**src/rtl/rsa_pkg.sv**
```systemverilog
// ---------------------------------------------------------------------------
// rsa_pkg
// Shared definitions for the RSA key manager slice.
//   RSA_WIDTH  default key / modulus width (must match EnD_KeyGenerator)
//   MIN_PHI    smallest totient that can hold a valid exponent pair
//   state_e    key manager FSM states
//   ERR_*      values reported on err_code
// ---------------------------------------------------------------------------
package rsa_pkg;

    localparam int RSA_WIDTH = 32;

    // phi below 3 leaves no room for 0 < e,d < phi with e != 1 being useful,
    // so such a totient is rejected before the generator is started.
    localparam int unsigned MIN_PHI = 3;

    typedef enum logic [2:0] {
        ST_IDLE,
        ST_GEN,
        ST_PEND,
        ST_READY,
        ST_ERROR
    } state_e;

    localparam logic [2:0] ERR_NONE     = 3'd0;
    localparam logic [2:0] ERR_TIMEOUT  = 3'd1;
    localparam logic [2:0] ERR_MISMATCH = 3'd2;
    localparam logic [2:0] ERR_RANGE    = 3'd3;
    localparam logic [2:0] ERR_BAD_PHI  = 3'd4;

endpackage

```
**src/rtl/key_timeout_counter.sv**
```systemverilog
// ---------------------------------------------------------------------------
// key_timeout_counter
// Counts cycles spent waiting on the key generator and flags when the
// budget is exhausted.
//   clk        system clock
//   rst_n      asynchronous active-low reset
//   clear_i    restart the count at zero (has priority over enable_i)
//   enable_i   advance the count by one this cycle
//   expired_o  count has reached TIMEOUT_CYCLES-1
// ---------------------------------------------------------------------------
module key_timeout_counter #(
    parameter int TIMEOUT_CYCLES = 1048576,
    parameter int CNT_W          = 21
) (
    input  logic clk,
    input  logic rst_n,
    input  logic clear_i,
    input  logic enable_i,
    output logic expired_o
);

    localparam logic [CNT_W-1:0] LAST_COUNT = CNT_W'(TIMEOUT_CYCLES - 1);

    logic [CNT_W-1:0] count_q;
    logic [CNT_W-1:0] count_d;

    always_comb begin
        count_d = count_q;
        if (clear_i) begin
            count_d = '0;
        end else if (enable_i) begin
            count_d = count_q + CNT_W'(1);
        end
    end

    always_ff @(posedge clk or negedge rst_n) begin
        if (!rst_n) begin
            count_q <= '0;
        end else begin
            count_q <= count_d;
        end
    end

    // Expiry is judged on the registered count, so the abort lands exactly
    // TIMEOUT_CYCLES edges after the count was cleared.
    assign expired_o = (count_q == LAST_COUNT);

endmodule

```
**src/rtl/rsa_key_manager.sv**
```systemverilog
// ---------------------------------------------------------------------------
// rsa_key_manager
// Drives EnD_KeyGenerator with a new totient, captures the returned e/d
// strobes into a shadow pair, range-checks them and commits them (with the
// pending modulus) to the active key registers once the engine releases
// key_lock.
//   clk, rst_n            clock / asynchronous active-low reset
//   phi_valid, phi_in,
//   n_in                  new totient and modulus from the prime stage
//   kg_en, kg_phi         generator enable and held totient
//   e_key_valid, e_key,
//   d_key_valid, d_key    generator result strobes
//   key_lock              engine busy; defers commit
//   pub_e, pub_n, priv_d  active key pair and modulus
//   keys_ready            an active pair exists
//   key_update            one-cycle pulse on each commit
//   key_epoch             commit counter (wraps)
//   busy                  generation or commit outstanding
//   err, err_code         error state and cause
// ---------------------------------------------------------------------------
module rsa_key_manager
    import rsa_pkg::*;
#(
    parameter int WIDTH          = RSA_WIDTH,
    parameter int TIMEOUT_CYCLES = 1048576,
    parameter int CNT_W          = 21
) (
    input  logic             clk,
    input  logic             rst_n,
    input  logic             phi_valid,
    input  logic [WIDTH-1:0] phi_in,
    input  logic [WIDTH-1:0] n_in,
    output logic             kg_en,
    output logic [WIDTH-1:0] kg_phi,
    input  logic             e_key_valid,
    input  logic [WIDTH-1:0] e_key,
    input  logic             d_key_valid,
    input  logic [WIDTH-1:0] d_key,
    input  logic             key_lock,
    output logic [WIDTH-1:0] pub_e,
    output logic [WIDTH-1:0] pub_n,
    output logic [WIDTH-1:0] priv_d,
    output logic             keys_ready,
    output logic             key_update,
    output logic [7:0]       key_epoch,
    output logic             busy,
    output logic             err,
    output logic [2:0]       err_code
);

    localparam logic [WIDTH-1:0] PHI_MIN = WIDTH'(MIN_PHI);

    state_e           state_q,     state_d;
    logic             kgEn_q,      kgEn_d;
    logic [WIDTH-1:0] kgPhi_q,     kgPhi_d;
    logic [WIDTH-1:0] nPending_q,  nPending_d;
    logic [WIDTH-1:0] shadowE_q,   shadowE_d;
    logic [WIDTH-1:0] shadowD_q,   shadowD_d;
    logic [WIDTH-1:0] pubE_q,      pubE_d;
    logic [WIDTH-1:0] pubN_q,      pubN_d;
    logic [WIDTH-1:0] privD_q,     privD_d;
    logic             keysReady_q, keysReady_d;
    logic             keyUpdate_q, keyUpdate_d;
    logic [7:0]       keyEpoch_q,  keyEpoch_d;
    logic [2:0]       errCode_q,   errCode_d;

    logic cntClear;
    logic cntEnable;
    logic cntExpired;
    logic rangeFail;

    key_timeout_counter #(
        .TIMEOUT_CYCLES (TIMEOUT_CYCLES),
        .CNT_W          (CNT_W)
    ) u_timeout (
        .clk       (clk),
        .rst_n     (rst_n),
        .clear_i   (cntClear),
        .enable_i  (cntEnable),
        .expired_o (cntExpired)
    );

    // Both exponents must lie strictly between 0 and the totient they were
    // generated for.
    assign rangeFail = (e_key == '0) || (d_key == '0) ||
                       (e_key >= kgPhi_q) || (d_key >= kgPhi_q);

    always_comb begin
        state_d     = state_q;
        kgEn_d      = kgEn_q;
        kgPhi_d     = kgPhi_q;
        nPending_d  = nPending_q;
        shadowE_d   = shadowE_q;
        shadowD_d   = shadowD_q;
        pubE_d      = pubE_q;
        pubN_d      = pubN_q;
        privD_d     = privD_q;
        keysReady_d = keysReady_q;
        keyUpdate_d = 1'b0;
        keyEpoch_d  = keyEpoch_q;
        errCode_d   = errCode_q;
        cntClear    = 1'b0;
        cntEnable   = 1'b0;

        case (state_q)
            ST_IDLE, ST_READY, ST_ERROR: begin
                if (phi_valid) begin
                    if (phi_in < PHI_MIN) begin
                        state_d   = ST_ERROR;
                        errCode_d = ERR_BAD_PHI;
                    end else begin
                        state_d    = ST_GEN;
                        kgPhi_d    = phi_in;
                        nPending_d = n_in;
                        kgEn_d     = 1'b1;
                        errCode_d  = ERR_NONE;
                        cntClear   = 1'b1;
                    end
                end
            end

            // A strobe in the expiry cycle still counts; timeout is checked last.
            ST_GEN: begin
                cntEnable = 1'b1;
                if (e_key_valid ^ d_key_valid) begin
                    state_d   = ST_ERROR;
                    errCode_d = ERR_MISMATCH;
                    kgEn_d    = 1'b0;
                end else if (e_key_valid && d_key_valid) begin
                    shadowE_d = e_key;
                    shadowD_d = d_key;
                    kgEn_d    = 1'b0;
                    if (rangeFail) begin
                        state_d   = ST_ERROR;
                        errCode_d = ERR_RANGE;
                    end else begin
                        state_d = ST_PEND;
                    end
                end else if (cntExpired) begin
                    state_d   = ST_ERROR;
                    errCode_d = ERR_TIMEOUT;
                    kgEn_d    = 1'b0;
                end
            end

            // The modulus is committed together with its exponents so the
            // engine never sees a mixed old/new key set.
            ST_PEND: begin
                if (!key_lock) begin
                    pubE_d      = shadowE_q;
                    privD_d     = shadowD_q;
                    pubN_d      = nPending_q;
                    keysReady_d = 1'b1;
                    keyUpdate_d = 1'b1;
                    keyEpoch_d  = keyEpoch_q + 8'd1;
                    state_d     = ST_READY;
                end
            end

            default: begin
                state_d = ST_IDLE;
            end
        endcase
    end

    always_ff @(posedge clk or negedge rst_n) begin
        if (!rst_n) begin
            state_q     <= ST_IDLE;
            kgEn_q      <= 1'b0;
            kgPhi_q     <= '0;
            nPending_q  <= '0;
            shadowE_q   <= '0;
            shadowD_q   <= '0;
            pubE_q      <= '0;
            pubN_q      <= '0;
            privD_q     <= '0;
            keysReady_q <= 1'b0;
            keyUpdate_q <= 1'b0;
            keyEpoch_q  <= 8'd0;
            errCode_q   <= ERR_NONE;
        end else begin
            state_q     <= state_d;
            kgEn_q      <= kgEn_d;
            kgPhi_q     <= kgPhi_d;
            nPending_q  <= nPending_d;
            shadowE_q   <= shadowE_d;
            shadowD_q   <= shadowD_d;
            pubE_q      <= pubE_d;
            pubN_q      <= pubN_d;
            privD_q     <= privD_d;
            keysReady_q <= keysReady_d;
            keyUpdate_q <= keyUpdate_d;
            keyEpoch_q  <= keyEpoch_d;
            errCode_q   <= errCode_d;
        end
    end

    assign kg_en      = kgEn_q;
    assign kg_phi     = kgPhi_q;
    assign pub_e      = pubE_q;
    assign pub_n      = pubN_q;
    assign priv_d     = privD_q;
    assign keys_ready = keysReady_q;
    assign key_update = keyUpdate_q;
    assign key_epoch  = keyEpoch_q;
    assign err_code   = errCode_q;
    assign busy       = (state_q == ST_GEN) || (state_q == ST_PEND);
    assign err        = (state_q == ST_ERROR);

endmodule

```
**config.mk**
```make
export PLATFORM = sky130hd
export DESIGN_NAME = rsa_key_manager
export DESIGN_NICKNAME = d
export VERILOG_FILES = /design/src/rtl/rsa_pkg.sv /design/src/rtl/key_timeout_counter.sv /design/src/rtl/rsa_key_manager.sv
export SDC_FILE = /design/constraint.sdc
export NUM_CORES = 1
export LEC_CHECK = 0
export BUFFER_PORTS_ARGS = -buffer_cell sky130_fd_sc_hd__buf_4
export CAP_MARGIN = 25
export CORE_ASPECT_RATIO = 1.4
export CORE_MARGIN = 1
export CORE_UTILIZATION = 41
export DETAILED_ROUTE_END_ITERATION = 12
export SLEW_MARGIN = 0
export SYNTH_ARGS = -nofsm -noshare
export SYNTH_HDL_FRONTEND = slang
export SYNTH_SLANG_ARGS = --single-unit
```
**constraint.sdc**
```tcl
create_clock -name clk -period 3.4 [get_ports clk]
set_input_delay 0.34 -clock clk [delete_from_list [all_inputs] [get_ports clk]]
set_output_delay 0.34 -clock clk [all_outputs]
set_load 0.02 [all_outputs]
```
==> impl_metrics.ini <==
[outcome]
status = finished clean

[logic_synthesis]
ys_ff_latch = 262
synth-seq-area-share_pct = 55.76
syn_inst = 994
synth_top_cell_by_area = dfrtp_1
synth_edf_count = 0
synth_top_cells_by_area = dfrtp_1 (56%), mux2_2 (15%), ha_1 (7.2%)
synth_top_area_share_pct = 55.76
synthFlopType = dfrtp_1
yosys.cell_types.count = 46
syn_area_per_cell_um2 = 11.83
syn_area_um2 = 11760
async_reset_ff_share_pct = 100.0
synth_nets = 1196
ys_warn_count = 0

[clocking]
post_cts_buffers = 0
cts_buffers = 27
htreeDepth = 1
cts.repair.resized = 0
cts_max_path_buffers = 3
cts_tree = built
cts_root_buf = clkbuf_16
clkLatencyLatePin_ns = 0.53
clk_pin_slew_ns = 0.06
cts.sinks = 262

[routing]
ant_nets = 0
drc = 0
drt_iter0_drc = 370
drt_wl_total_mm = 31.42
firstDrtPassIters = 4
wl_per_cell_um = 18.34
vias_per_cell = 5.107
vias = 8749

[global_route]
grt_pass1_wl_mm = 50.26
grt_max_degree = 94
track_usage_pct = 21.67
grt_pass1_vias = 9042
antenna_found_initial = 0
overflow = 0

[pwr]
power.density_nw_per_um2 = 838.4
sequentialPowerShare_pct = 38.7
ir_drop_uv = 487.6
p_sw_share_pct = 35.40
power.switching_uw = 4640
clock_power_share_pct = 22.9
power_uw = 13110
power_frac_comb_pct = 38.4
leakagePower_uw = 0.007771
p_int_uw = 8468

[sta]
fin_ws_ns = 0.7081
skew_ns = 0.01201
setup_viol = 0
tns_ns = 0
worstMarginPinSlew_ns = 0.9551
slew_headroom_pct = 36.33
fin_crit_sh_pct = 79.17
period_needed_ns = 2.692
drv_slew = 0
max_freq_mhz = 371.5
hold_viol_final = 0
rsz0062_at_grt = no

[place]
place_ws_ns = 0.6331
dpl.hpwl_mm = 23.11
dpl_cell_area_um2 = 14270
place_inst = 1619
gp_congestion = 0.7920
portBuffers = 277

[worst_setup_path]
cp_slowest_cell = dfrtp_1
crit_type = reg2reg
critPathArrivalTime_ns = 3.11
cp-start-kind = flop
r2r-end = err_code[1]
crit_top_cell = a2111oi_0
required_ns = 3.81
worstPathCellList = ha_1 -> nand2b_1 -> a2111oi_0 -> a2111oi_0 -> o41ai_1 -> nand3_1 -> or2_2 -> a32o_1
r2r-start = kg_phi[0]
slowest_delay_ns = 0.42
critPathMaxFanout = 4
reg2reg_depth = 8
r2r_slack_ns = 0.71
endpoint_kind = flop

[cells_and_area]
final_common_cell = buf_4
nets = 1523
final_cell_mix = buf_4 (284), dfrtp_1 (262), nand2_1 (160)
design_area_um2 = 15640
instances_no_fill = 1713
antenna_cells = 0
layout-drive-gt1-share_pct = 37.37
area_delta_synth_final_pct = 32.98

[worst_hold_path]
worstHoldPathType = in2reg
holdPathEnd = kg_phi[12]
min_from = phi_in[12]
min_path_cells = 3

[floorplan]
fp.dieArea_um2 = 29370
die_w_um = 145.1
io_pins = 278
core_area_um2 = 28310
fp.dieH_um = 202.4
rows = 73
initial_utilization_pct = 41.52

[run]
max_cap_violations = 0
==> registers in the layout, indices dropped and copies added, names as in the netlist <==
signal             flops
key_update             1
pub_e                 32
state_q                3
shadowD_q             32
keys_ready             1
u_timeout.count_q     21
priv_d                32
kg_phi                32
shadowE_q             32
err_code               3
key_epoch              8
pub_n                 32
kg_en                  1
nPending_q            32
==> critical path: cells and delay by family (launching register included) <==
family / cells / cell delay [ns]
AND/OR/NAND/NOR: 3 / 0.69
adder cells (fa/ha/maj): 1 / 0.29
flip-flops: 1 / 0.42
AO/OA/AOI/OAI: 4 / 1.18
==> Yosys cell counts (2+ instances only) <==
library cell / n
nor4_1: 22
dfrtp_1: 262
a21oi_1: 23
buf_2: 17
xor2_1: 14
o22ai_1: 2
or2_2: 4
a21o_1: 5
nand2_1: 161
ha_1: 68
a211oi_1: 5
mux2_2: 159
and4_1: 5
a32o_1: 2
xnor2_1: 10
nor2_1: 37
a2111oi_0: 4
or3_1: 6
o21ai_0: 54
a21boi_0: 2
buf_6: 2
nand3_1: 17
nand2b_1: 4
nand4_1: 18
inv_1: 37
o31ai_1: 2
clkbuf_1: 19
and3_1: 5
o41ai_1: 3
nor3_1: 9
==> timing repair <==
item                                    4_1_cts  5_1_grt
hold endpoints to repair                    136        0
endpoints found under the setup margin        0        0
hold buffers                                 48        0
==> cell families after synthesis <==
family | after synthesis | share of synthesized area, %
AO/OA/AOI/OAI | 111 | 5.747
adder cells (fa/ha/maj) | 68 | 7.236
AND/OR/NAND/NOR | 294 | 11.45
buffers and inverters | 75 | 2.703
XOR/XNOR | 24 | 1.788
multiplexers | 160 | 15.31
flip-flops | 262 | 55.76
==> through the flow <==
stage / util (%) / hold slack, ns
global placement: 50.39 / 0.4145
finish: 55.22 / 0.02631
detailed placement: 50.39 / 0.4179
CTS: 55.22 / 0.002179
global route: 55.22 / 0.01785
floorplan: - / 0.04441
==> power by group through the flow <==
stage | combinational, uW | sequential, uW | clock (uW)
6_report | 5040 | 5080 | 3000
5_1_grt | 5530 | 5260 | 3200
4_1_cts | 5110 | 5080 | 3100
3_5_place_dp | 5040 | 5130 | 0
3_3_place_gp | 4970 | 5080 | 0
2_1_floorplan | 2240 | 5800 | 0
==> worst max-delay path by stage <==
stage / startpoint / end / slack [ns] / cells past startpoint
after floorplan: kg_phi[0] / err_code[0] / 0.94 / 8
after global placement: e_key[27] / err_code[2] / 0.68 / 9
after detailed placement: e_key[0] / err_code[1] / 0.63 / 10
after CTS: kg_phi[0] / err_code[1] / 0.66 / 8
after global routing: kg_phi[0] / err_code[1] / 0.54 / 8
final: kg_phi[0] / err_code[1] / 0.71 / 8
==> final cells by class <==
| type | count | area [um2] |
|---|---|---|
| clock buffer | 37 | 763.2 |
| clock inverter | 9 | 123.9 |
| fill | 2527 | 12680 |
| inverter | 37 | 138.9 |
| multi-input combinational | 657 | 4896 |
| sequential | 262 | 6556 |
| tap | 375 | 469.2 |
| timing repair buffer | 336 | 2688 |
==> routing by layer <==
layer,up-vias,global-route usage (%),routed length [um]
met3,46,4.221,1884
met2,222,38.20,15900
li1,4143,-,-
met1,4338,26.95,13010
met5,-,0,0
met4,0,5.977,626
Power figures use the tool's default switching activity.
